--- src/rtl/eeprom_arb_pkg.sv ---
// eeprom_arb_pkg: shared types and defaults for the two-port EEPROM arbiter.
// Holds the arbiter FSM state enum and the default ADDR_W / TIMEOUT_CYC values.
// No ports; imported by eeprom_arb and eeprom_arb_rr.
package eeprom_arb_pkg;

  localparam int ADDR_W_DEF      = 11;    // EEPROM byte-address width
  localparam int TIMEOUT_CYC_DEF = 4095;  // WAIT_ACK cycles before abort

  typedef enum logic [2:0] {
    IDLE     = 3'd0,
    GRANT    = 3'd1,
    ISSUE    = 3'd2,
    WAIT_ACK = 3'd3,
    RESP     = 3'd4,
    GAP      = 3'd5
  } state_e;

endpackage

--- src/rtl/eeprom_arb_rr.sv ---
// eeprom_arb_rr: two-way round-robin picker, purely combinational (0 cycles).
// No backpressure; grant is valid whenever any valid bit is set.
// Ports: valid_i[1:0] requests, last_i port last served (1 = port 1),
//        grant_o[1:0] one-hot winner (0 when nothing is valid).
module eeprom_arb_rr
  import eeprom_arb_pkg::*;
(
  input  logic [1:0] valid_i,
  input  logic       last_i,
  output logic [1:0] grant_o
);

  always_comb begin
    grant_o = 2'b00;
    unique case (valid_i)
      2'b01:   grant_o = 2'b01;
      2'b10:   grant_o = 2'b10;
      // Tie: serve whichever port was not served last.
      2'b11:   grant_o = last_i ? 2'b01 : 2'b10;
      default: grant_o = 2'b00;
    endcase
  end

endmodule

--- src/rtl/eeprom_arb.sv ---
// eeprom_arb: arbitrates two requesters onto one serial EEPROM engine, one byte op at a time.
// Latency: REQ_VALID seen in IDLE -> ENG_WR/ENG_RD 2 cycles later; REQ_DONE one cycle after ENG_ACK.
// Backpressure: requesters hold their command until REQ_READY; nothing is queued.
// Ports: CLK, RESET (sync, active high); REQ_VALID/REQ_WE/REQ_ADDR/REQ_WDATA per-port commands
//        (port 0 in the low slice); REQ_READY/REQ_DONE one-hot strobes, REQ_ERR/RDATA valid with
//        REQ_DONE; ENG_WR/ENG_RD/ENG_ADDR/ENG_WDATA to the engine, ENG_RDATA/ENG_ACK from it.
// Build option: define EEPROM_ARB_TIMEOUT_EN to abort WAIT_ACK after TIMEOUT_CYC cycles
//        with REQ_ERR=1; otherwise WAIT_ACK waits forever and REQ_ERR is tied low.
module eeprom_arb
  import eeprom_arb_pkg::*;
#(
  parameter int ADDR_W      = ADDR_W_DEF,
  parameter int TIMEOUT_CYC = TIMEOUT_CYC_DEF
) (
  input  logic                CLK,
  input  logic                RESET,
  input  logic [1:0]          REQ_VALID,
  input  logic [1:0]          REQ_WE,
  input  logic [2*ADDR_W-1:0] REQ_ADDR,
  input  logic [15:0]         REQ_WDATA,
  output logic [1:0]          REQ_READY,
  output logic [1:0]          REQ_DONE,
  output logic                REQ_ERR,
  output logic [7:0]          RDATA,
  output logic                ENG_WR,
  output logic                ENG_RD,
  output logic [ADDR_W-1:0]   ENG_ADDR,
  output logic [7:0]          ENG_WDATA,
  input  logic [7:0]          ENG_RDATA,
  input  logic                ENG_ACK
);

  state_e              state_q, state_d;
  logic [1:0]          grant_q, grant_d;
  logic                last_q, last_d;
  logic                we_q, we_d;
  logic [ADDR_W-1:0]   addr_q, addr_d;
  logic [7:0]          wdata_q, wdata_d;
  logic [7:0]          rdata_q, rdata_d;
  logic [1:0]          rr_grant;

`ifdef EEPROM_ARB_TIMEOUT_EN
  localparam logic [15:0] TO_LAST = 16'(TIMEOUT_CYC - 1);
  logic [15:0] cnt_q;
  logic        err_q, err_d;
`endif

  eeprom_arb_rr u_rr (
    .valid_i (REQ_VALID),
    .last_i  (last_q),
    .grant_o (rr_grant)
  );

  always_ff @(posedge CLK) begin
    if (RESET) begin
      state_q <= IDLE;
      grant_q <= 2'b00;
      last_q  <= 1'b1;          // port 1 "last served" so port 0 wins the first tie
      we_q    <= 1'b0;
      addr_q  <= '0;
      wdata_q <= 8'h00;
      rdata_q <= 8'h00;
    end else begin
      state_q <= state_d;
      grant_q <= grant_d;
      last_q  <= last_d;
      we_q    <= we_d;
      addr_q  <= addr_d;
      wdata_q <= wdata_d;
      rdata_q <= rdata_d;
    end
  end

`ifdef EEPROM_ARB_TIMEOUT_EN
  // Counts WAIT_ACK cycles; restarted in ISSUE so each command gets a full budget.
  always_ff @(posedge CLK) begin
    if (RESET) begin
      cnt_q <= 16'd0;
      err_q <= 1'b0;
    end else begin
      err_q <= err_d;
      if (state_q == ISSUE)         cnt_q <= 16'd0;
      else if (state_q == WAIT_ACK) cnt_q <= cnt_q + 16'd1;
    end
  end
`else
  assign REQ_ERR = 1'b0;
`endif

  always_comb begin
    state_d   = state_q;
    grant_d   = grant_q;
    last_d    = last_q;
    we_d      = we_q;
    addr_d    = addr_q;
    wdata_d   = wdata_q;
    rdata_d   = rdata_q;
    REQ_READY = 2'b00;
    REQ_DONE  = 2'b00;
    RDATA     = 8'h00;
    ENG_WR    = 1'b0;
    ENG_RD    = 1'b0;
    ENG_ADDR  = '0;
    ENG_WDATA = 8'h00;
`ifdef EEPROM_ARB_TIMEOUT_EN
    err_d     = err_q;
    REQ_ERR   = 1'b0;
`endif

    unique case (state_q)
      IDLE: begin
        if (|REQ_VALID) begin
          grant_d = rr_grant;
          state_d = GRANT;
        end
      end
      GRANT: begin
        // Requester holds its command until this strobe, so latching here is safe.
        REQ_READY = grant_q;
        we_d      = grant_q[1] ? REQ_WE[1] : REQ_WE[0];
        addr_d    = grant_q[1] ? REQ_ADDR[2*ADDR_W-1:ADDR_W] : REQ_ADDR[ADDR_W-1:0];
        wdata_d   = grant_q[1] ? REQ_WDATA[15:8] : REQ_WDATA[7:0];
        rdata_d   = 8'h00;
`ifdef EEPROM_ARB_TIMEOUT_EN
        err_d     = 1'b0;
`endif
        state_d   = ISSUE;
      end
      ISSUE: begin
        ENG_WR    = we_q;
        ENG_RD    = ~we_q;
        ENG_ADDR  = addr_q;
        ENG_WDATA = wdata_q;
        state_d   = WAIT_ACK;
      end
      WAIT_ACK: begin
        ENG_ADDR  = addr_q;
        ENG_WDATA = wdata_q;
        if (ENG_ACK) begin
          rdata_d = we_q ? 8'h00 : ENG_RDATA;
          state_d = RESP;
        end
`ifdef EEPROM_ARB_TIMEOUT_EN
        else if (cnt_q == TO_LAST) begin
          rdata_d = 8'h00;
          err_d   = 1'b1;
          state_d = RESP;
        end
`endif
      end
      RESP: begin
        ENG_ADDR  = addr_q;
        ENG_WDATA = wdata_q;
        REQ_DONE  = grant_q;
        RDATA     = rdata_q;
`ifdef EEPROM_ARB_TIMEOUT_EN
        REQ_ERR   = err_q;
`endif
        last_d    = grant_q[1];
        state_d   = GAP;
      end
      GAP: begin
        // One idle cycle lets the engine fall back to its own idle state.
        state_d = IDLE;
      end
      default: state_d = IDLE;
    endcase
  end

endmodule
--- config.mk ---
export PLATFORM = sky130hd
export DESIGN_NAME = eeprom_arb
export DESIGN_NICKNAME = d
export VERILOG_FILES = /design/src/rtl/eeprom_arb_pkg.sv /design/src/rtl/eeprom_arb_rr.sv /design/src/rtl/eeprom_arb.sv
export SDC_FILE = /design/constraint.sdc
export NUM_CORES = 1
export LEC_CHECK = 0
export ABC_AREA = 1
export BUFFER_PORTS_ARGS = -buffer_cell sky130_fd_sc_hd__buf_2
export CAP_MARGIN = 20
export CORE_MARGIN = 2
export CORE_UTILIZATION = 47
export CTS_BUF_LIST = sky130_fd_sc_hd__clkbuf_4 sky130_fd_sc_hd__clkbuf_8 sky130_fd_sc_hd__clkbuf_16
export DETAILED_ROUTE_END_ITERATION = 16
export GPL_ROUTABILITY_DRIVEN = 1
export GPL_TIMING_DRIVEN = 0
export HOLD_SLACK_MARGIN = 0.05
export PLACE_DENSITY = 0.9
export REMOVE_ABC_BUFFERS = 1
export SETUP_SLACK_MARGIN = 0.2
export SLEW_MARGIN = 20
export SYNTH_ARGS = -nofsm -noshare
export SYNTH_HDL_FRONTEND = slang
export SYNTH_SLANG_ARGS = --single-unit
--- constraint.sdc ---
create_clock -name CLK -period 1.5 [get_ports CLK]
set_clock_uncertainty 0.1 [all_clocks]
set_input_delay 0.225 -clock CLK [delete_from_list [all_inputs] [get_ports CLK]]
set_output_delay 0.225 -clock CLK [all_outputs]
set_load 0.005 [all_outputs]
==> results.tsv, run 1 <==
metric	value	unit
fin crit period	1.70	ns
critical path fanouts, max	17	
pin count of the biggest net entering global routing	24	
violated checks	negative setup slack	
Worst path depth	7	
TritonCTS clock tree	built	
worst-case clock buffer depth	2	
Final period util	1.13	
post-synthesis sequential area ratio	0.357	
die area	0.00458	mm2
Iter 0 DRT Violations	273	
Synth top cells by count	nand2_1 (112), nor2_1 (69), inv_1 (38)	
Final Slew Violations	0	
Post-synth top flop	dfxtp_1	
Reg2Reg Setup Slack	-0.15	ns
largest cells by area after synthesis	dfxtp_1 (36%), nand2_1 (22%), nor2_1 (14%)	
area leader, netlist	dfxtp_1	
GRT Residual Overflow	0	
main combinational cell family by area after synthesis	simple AND/OR/NAND/NOR gates	
clk sinks	34	
Worst Setup Slack, final	-0.197	ns
Hold Path Stages	2	
routed wire length	6.42	mm
Worst EP arrival	1.37	ns
#FFs+latches synth	34	
Compound-Gate Fraction of Synth Area	0.0814	
WS Path Type	flip-flop to primary output	
# DRC	0	
Top Family by Delay on Critical Path	flip-flops	
Max stage delay on crit path	0.39	ns
DR WL/cell	13.4	um
CTS H-Tree Depth	2	
CTS Buf Count	5	
WP data required	1.17	ns
Max IR drop VDD	0.000765	V
GP Congestion	0.843	
IO buf count	85	
WHS Endpoint	grant_q[0]	
Nets	482	
Vias/cell	5.11	
antenna violations before repair	0	
via count	2453	
cell count of the worst reg-to-reg path	9	
CTS root buffer	clkbuf_8	
IO Count	87	
Synth cell types	21	
warnings from Yosys	0	
vias in the first global route	2133	
Async SR Flop Fraction	0	
mux cell area share after synthesis	0	
most numerous cell in the Yosys netlist	nand2_1	
slew margin rel.	0.602	
EDFF count, synth	0	
# setup viols final	45	
outcome	complete, but fails checks	
num rows	23	
Buf/Inv on CP	3	
global-route wire length before repair	9.29	mm
worst flop-to-flop path startpoint	state_q[2]	
Worst R2R End	addr_q[9]	
PD cells	1020	mW/mm2
Final Core Density	0.707	
DP HPWL	3.30	mm
fraction of layout cells with a size suffix above 1	0.360	
Synth Area in XOR/XNOR	0	
Initial Utilization	0.483	
RSZ-0062 raised after global routing	yes	
number of max-cap violations	0	
clk slew on worst S/H paths	0.07	ns
hold path start	RESET	
Hold Crit Class	input port to flip-flop	
Die Wd	67.7	um
critical path, cell by cell	nor2_4 -> nand2_4 -> nand3_4 -> buf_12 -> nand2_1 -> inv_1 -> buf_2	
CP endpoint kind	primary output	
CP Launch Type	flip-flop	
Synth Instances	324	
Detail Route Antenna Nets	0	
Die H	67.7	um
Final Hold Fails	0	
Post-Synth Simple-Gate Area	0.433	
total power	0.00283	W
gr usage total	0.273	
Adder-Cell Fraction of Synth Area	0	
worst slew pin tran	0.596	ns
Ant. Diodes	0	
Yosys top cell area share	0.357	
Lkg Pwr	1.62	nW
Clk Latency, worst-skew pair	0.30	ns
slowest cell on the critical path	dfxtp_4	
Syn Std Cell Area	0.00191	mm2
Detailed Routing Iterations Pass 1	5	
core box area	0.00394	mm2
area grow syn2layout	46.2	%
Mean Syn Cell Area	5.88	um2
Max Clock Freq	589	MHz
stage by stage:
| stage | cells | hold slack (ns) | setup slack [ns] | setup TNS [ns] | cell area (um2) |
|---|---|---|---|---|---|
| after floorplan | 309 | 0.194 | 0.0150 | 0 | 1820 |
| after global placement | 444 | 0.342 | -0.376 | -11.98 | 2310 |
| after detailed placement | 444 | 0.355 | -0.400 | -13.25 | 2310 |
| after CTS | 471 | 0.151 | -0.161 | -3.49 | 2680 |
| after global routing | 480 | 0.168 | -0.247 | -7.62 | 2790 |
| final | 480 | 0.141 | -0.197 | -5.54 | 2790 |
kinds of logic after synthesis:
group / count (synthesis)
simple gates: 201
buf+inv: 57
flops: 34
compound gates: 31
other cells: 1
routing by layer:
layer	vias up	wire (um)	track usage
met1	1108	2410	0.308
li1	1171	-	-
met4	0	212	0.140
met5	-	0	0
met3	31	611	0.0550
met2	143	3190	0.480
how the worst max path moves through the flow:
stage,startpoint,end,slack [ns]
floorplan,grant_q[1],REQ_READY[1],0.01
global placement,grant_q[1],REQ_READY[1],-0.38
detailed placement,grant_q[1],REQ_READY[1],-0.40
CTS,state_q[1],ENG_WDATA[3],-0.16
global route,state_q[0],ENG_ADDR[2],-0.25
finish,state_q[1],ENG_WDATA[2],-0.20
placed cells by master (no fill, tap or decap), drive strengths merged:
master / count
inv: 41
nand3: 11
buf: 109
o21ai: 21
conb: 1
nand2: 118
clkbuf: 8
a21oi: 10
clkinvlp: 4
nor2: 73
dfxtp: 34
flip-flops by register name, indices dropped and copies added, names as in the netlist:
name     flops
addr_q      11
rdata_q      8
wdata_q      8
state_q      3
last_q       1
we_q         1
grant_q      2
report_power, final:
group	switching [W]	internal [W]	total (W)	leakage, nW
registers	0.0000879	0.00100	0.00109	0.281
logic	0.000545	0.000389	0.000934	1.28
clock network	0.000342	0.000464	0.000806	0.0575
total	0.000975	0.00186	0.00283	1.62
repair_timing:
| action | in CTS | in global routing |
|---|---|---|
| setup buffers | 16 | 8 |
| hold buffers | 0 | 0 |
| endpoints found under the setup margin | 63 | 64 |
| gates cloned | 3 | 1 |
| resized for setup | 35 | 14 |
| pin swaps | 7 | 6 |
area by class of cell:
cell class | instances | area, um2
inverters | 42 | 180
repair buffers | 109 | 654
flip-flops and latches | 34 | 696
repair inverters | 3 | 18.8
well taps | 50 | 62.6
fillers | 299 | 1160
clock buffers | 8 | 110
multi-input cells | 234 | 1060
Power figures use the tool's default switching activity.
==> inputs of run 2 (changes only) <==
CELL_PAD_IN_SITES_DETAIL_PLACEMENT = 0   (was not set)
CELL_PAD_IN_SITES_GLOBAL_PLACEMENT = 1   (was not set)
CORE_UTILIZATION = 30   (was 47)
PLACE_DENSITY = 0.89   (was 0.9)
==> results.tsv, run 2 (synthesis gave the netlist of run 1 again) <==
metric	value	unit	change
outcome	complete, but fails checks		
violated checks	negative setup slack		
core box area	0.00624	mm2	+58%
via count	2250		-8.3%
Critical Path End	REQ_READY[1]		
hold path start	REQ_ADDR[6]		
area grow syn2layout	51.7	%	
vias in the first global route	2166		+1.5%
Ant. Diodes	0		unchanged
Max stage delay on crit path	0.39	ns	about the same
M1 wire length	2.63	mm	+9.3%
Worst Setup Slack, final	-0.163	ns	+0.0344 ns
die area	0.00701	mm2	+53%
# DRC	0		unchanged
num rows	29		+26%
worst slew pin tran	0.625	ns	+0.0291 ns
routed wire length	5.85	mm	-8.8%
Detailed Routing Iterations Pass 1	4		-1
cell count of the worst reg-to-reg path	8		-1
Hold Buf Count CTS	0		unchanged
Iter 0 DRT Violations	77		-72%
pin count of the biggest net entering global routing	24		unchanged
commonest non-fill, non-tap cell in the layout	nand2_1		
Layout fillers	686		+130%
Lkg Pwr	1.65	nW	+1.7%
critical path, cell by cell	buf_4 -> nor2_4 -> buf_12 -> inv_8 -> nor2_1 -> buf_2		
Final period util	1.11		-0.0229
cell area after layout	0.00289	mm2	+3.7%
number of max-cap violations	0		unchanged
# setup viols final	41		-8.9%
IO buf count	85		unchanged
Reg with most FFs	addr_q		
worst flop-to-flop path startpoint	state_q[1]		
GP Congestion	0.728		-14%
Placed Cells	471		+6.1%
Final Core Density	0.463		-0.244
CP endpoint kind	primary output		
PD cells	974	mW/mm2	-4.2%
TritonCTS clock tree	built		
Detail Route Antenna Nets	0		unchanged
met3 wire length	234	um	-62%
Final Slew Violations	0		unchanged
TNS Setup	-5.22	ns	+0.318 ns
DP HPWL	3.49	mm	+5.8%
Die Wd	83.7	um	+24%
worst-case clock buffer depth	2		unchanged
met2 routed WL	2.84	mm	-11%
max layer used	met4		
RSZ-0062 raised after global routing	yes		
Setup crit start	state_q[1]		
top flop regs	addr_q: 11 flops, rdata_q: 8 flops, wdata_q: 8 flops		
Hold Crit Class	input port to flip-flop		
max reg flops	11		unchanged
critical path fanouts, max	7		-10
WP data required	1.17	ns	about the same
Vias/cell	4.40		-14%
CTS root buffer	clkbuf_8		
global-route wire length before repair	9.59	mm	+3.2%
slew margin rel.	0.583		-0.0194
most frequent cells in the layout	nand2_1 (111), buf_2 (85), nor2_1 (58), inv_1 (34), dfxtp_1 (30)		
Final Hold Fails	0		unchanged
Worst EP arrival	1.34	ns	-0.03 ns
CTS H-Tree Depth	2		unchanged
Placed Area	0.00234	mm2	+1.5%
Max Clock Freq	601	MHz	+2.1%
fin crit period	1.66	ns	-0.0344 ns
CTS Buf Count	5		unchanged
fin cells	511		+6.5%
Die H	83.7	um	+24%
DR WL/cell	11.5	um	-14%
Max IR drop VDD	0.000450	V	-41%
clk slew on worst S/H paths	0.07	ns	about the same
Initial Utilization	0.305		-0.178
WS Path Type	flip-flop to primary output		
Reg2Reg Setup Slack	-0.09	ns	+0.06 ns
Nets	486		+0.83%
antenna violations before repair	0		unchanged
fraction of layout cells with a size suffix above 1	0.373		+0.0128
IO Count	87		unchanged
gr usage total	0.171		-0.101
Clk Latency, worst-skew pair	0.29	ns	about the same
CP Launch Type	flip-flop		
clk sinks	34		unchanged
GRT Residual Overflow	0		unchanged
slowest cell on the critical path	dfxtp_4		
Worst R2R End	addr_q[6]		
run 2: cell types whose count changed in the layout (fill, tap and decap cells not counted), sizes merged:
cell      delta
buf          +4
bufbuf       +1
clkbuf       -1
clkinv       +1
clkinvlp     -2
inv          +1
run 2: routing by layer:
metal,vias up,GRT usage
li1,1178,-
met1,1007,0.200
met2,52,0.295
met3,13,0.0336
met4,0,0.0865
met5,-,0
run 2: final cells by class:
type	instances	area (um2)	share of cell area
timing repair inverter	2	18.8	0.00649
clock buffer	7	90.1	0.0312
multi-input combinational	234	1070	0.371
inverter	42	181	0.0628
sequential	34	696	0.241
tap	77	96.3	0.0333
clock inverter	1	5.00	0.00173
timing repair buffer	114	732	0.253
run 2: worst min path at each step:
| stage | depth (start not counted) | slack [ns] | endpoint |
|---|---|---|---|
| 5_1_grt | 5 | 0.17 | addr_q[10] |
| 3_3_place_gp | 2 | 0.34 | last_q |
| 4_1_cts | 5 | 0.15 | addr_q[10] |
| 2_1_floorplan | 1 | 0.19 | grant_q[0] |
| 6_report | 5 | 0.14 | addr_q[6] |
| 3_5_place_dp | 2 | 0.35 | last_q |
run 2: per-stage QoR:
stage                     worst slack (ns)  power (W)  hold slack, ns
after floorplan                     0.0150    0.00149           0.194
after global placement              -0.474    0.00171           0.343
after detailed placement            -0.480    0.00172           0.348
after CTS                           -0.148    0.00268           0.146
after global routing                -0.253    0.00300           0.169
final                               -0.163    0.00282           0.142
run 2: power by group:
part	leakage (nW)	total [W]	internal [W]	switching (W)
Combinational	1.31	0.00100	0.000463	0.000539
Sequential	0.281	0.00109	0.00100	0.0000829
Clock	0.0517	0.000726	0.000388	0.000338
run 2: worst max-delay path: cells and delay by family, from the launching register on:
kind	cells	cell delay (ns)
and+or+nand+nor	2	0.23
buffers and inverters	4	0.42
DFF	1	0.39
run 2: repair_timing:
action | in CTS | in global routing
buffers inserted | 19 | 9
endpoints found under the setup margin | 64 | 61
pin swaps | 6 | 5
gates cloned | 4 | 0
resized for setup | 28 | 34
==> inputs of run 3 (changes only) <==
CTS_BUF_LIST = sky130_fd_sc_hd__clkbuf_8 sky130_fd_sc_hd__clkbuf_16   (was sky130_fd_sc_hd__clkbuf_4 sky130_fd_sc_hd__clkbuf_8 sky130_fd_sc_hd__clkbuf_16)
==> results.tsv, run 3 (synthesis gave the netlist of run 1 again) <==
metric	value	unit	change
clock network power share	0.251		-0.007
Iter 0 DRT Violations	84		+9.1%
M1 wire length	2.66	mm	+0.99%
Worst EP arrival	1.34	ns	about the same
area grow syn2layout	51.5	%	
Final period util	1.11		about the same
Max IR drop VDD	0.000446	V	-0.98%
TritonCTS clock tree	built		
# DRC	0		unchanged
fraction of layout cells with a size suffix above 1	0.371		-0.00230
critical path fanouts, max	7		unchanged
RSZ-0062 raised after global routing	yes		
Worst Setup Slack, final	-0.163	ns	+0.000392 ns
CTS H-Tree Depth	2		unchanged
max layer used	met4		
fin crit period	1.66	ns	-0.000392 ns
DP HPWL	3.49	mm	unchanged
GP Congestion	0.728		unchanged
outcome	complete, but fails checks		
Final Slew Violations	0		unchanged
Final Core Density	0.463		-0.000601
IO buf count	85		unchanged
clk sinks	34		unchanged
part of the power in registers	0.390		+0.004
DR WL/cell	11.6	um	+1.1%
gr usage total	0.171		-0.000206
num rows	29		unchanged
Hold Crit Class	input port to flip-flop		
PD cells	967	mW/mm2	-0.67%
global-route wire length before repair	9.58	mm	about the same
commonest non-fill, non-tap cell in the layout	nand2_1		
IO Count	87		unchanged
via count	2250		unchanged
CP endpoint kind	primary output		
worst slew pin tran	0.640	ns	+0.0153 ns
Reg with most FFs	addr_q		
violated checks	negative setup slack		
Die Wd	83.7	um	unchanged
Ant. Diodes	0		unchanged
Clk Latency, worst-skew pair	0.29	ns	about the same
Max Clock Freq	601	MHz	about the same
Lkg Pwr	1.65	nW	about the same
Combinational Power Share	0.359		+0.003
die area	0.00701	mm2	unchanged
met3 wire length	235	um	+0.43%
pin count of the biggest net entering global routing	24		unchanged
Internal	0.00183	W	-1.3%
Initial Utilization	0.305		unchanged
WS Path Type	flip-flop to primary output		
Final Hold Fails	0		unchanged
routed wire length	5.92	mm	+1.1%
CP Launch Type	flip-flop		
reported net switching power	0.000962	W	+0.25%
worst-case clock buffer depth	2		unchanged
top flop regs	addr_q: 11 flops, rdata_q: 8 flops, wdata_q: 8 flops		
Layout fillers	685		-0.15%
Vias/cell	4.40		unchanged
GRT Residual Overflow	0		unchanged
core box area	0.00624	mm2	unchanged
CTS root buffer	clkbuf_8		
antenna violations before repair	0		unchanged
met2 routed WL	2.88	mm	+1.3%
clk slew on worst S/H paths	0.07	ns	about the same
slew margin rel.	0.573		-0.0102
# setup viols final	41		unchanged
Nets	486		unchanged
max reg flops	11		unchanged
CTS Buf Count	5		unchanged
Detailed Routing Iterations Pass 1	4		unchanged
hold slack	0.143	ns	+0.000494 ns
number of max-cap violations	0		unchanged
Net Sw Frac	0.344		+0.00361
Detail Route Antenna Nets	0		unchanged
Die H	83.7	um	unchanged
Hold Buf Count CTS	0		unchanged
vias in the first global route	2166		unchanged
WP data required	1.17	ns	about the same
most frequent cells in the layout	nand2_1 (111), buf_2 (85), nor2_1 (58), inv_1 (35), dfxtp_1 (30)		
run 3: critical path, cell delays in order, from the launching register on:
cell,delay [ns]
dfxtp_4,0.39
buf_4,0.15
nor2_4,0.15
buf_12,0.13
inv_8,0.03
nor2_1,0.08
buf_2,0.11
run 3: repair_timing:
action / CTS / global route
resized for setup: 28 / 34
pin swaps: 6 / 5
setup endpoints to repair: 64 / 61
buffers inserted: 19 / 9
gates cloned: 4 / 0
run 3: worst paths after layout:
check / start / endpoint / slack [ns] / cells past startpoint
max: state_q[1] / REQ_READY[1] / -0.16 / 6
min: REQ_ADDR[6] / addr_q[6] / 0.14 / 5
max reg2reg: state_q[1] / addr_q[6] / -0.08 / 8
min reg2reg: last_q / last_q / 0.36 / 2
run 3: area by class of cell:
type | instances | area (um2) | area share
clock buffers | 6 | 82.6 | 0.0286
clock inverters | 2 | 8.76 | 0.00303
inverters | 42 | 181 | 0.0629
multi-input cells | 234 | 1070 | 0.371
flip-flops and latches | 34 | 696 | 0.241
well taps | 77 | 96.3 | 0.0334
repair buffers | 114 | 732 | 0.254
repair inverters | 2 | 18.8 | 0.00650
run 3: power groups by stage:
stage | sequential, W | clock (W) | combinational, W
2_1_floorplan | 0.00109 | 0 | 0.000399
3_3_place_gp | 0.00111 | 0 | 0.000609
3_5_place_dp | 0.00111 | 0 | 0.000615
4_1_cts | 0.00110 | 0.000708 | 0.000855
5_1_grt | 0.00110 | 0.000763 | 0.00111
6_report | 0.00109 | 0.000702 | 0.00100
run 3: layer usage:
layer  vias up  global-route usage
met5         -                   0
met3        13              0.0336
met1      1007               0.200
met4         0              0.0865
li1       1183                   -
met2        47               0.295
run 3: stage by stage:
stage	setup WS, ns	instances	area, um2	setup TNS [ns]	power [W]
finish	-0.163	511	2890	-5.22	0.00279
global route	-0.250	511	2890	-7.74	0.00298
CTS	-0.148	502	2720	-4.52	0.00266
detailed placement	-0.480	471	2340	-15.73	0.00172
global placement	-0.474	471	2340	-15.17	0.00171
floorplan	0.0150	309	1820	0	0.00149
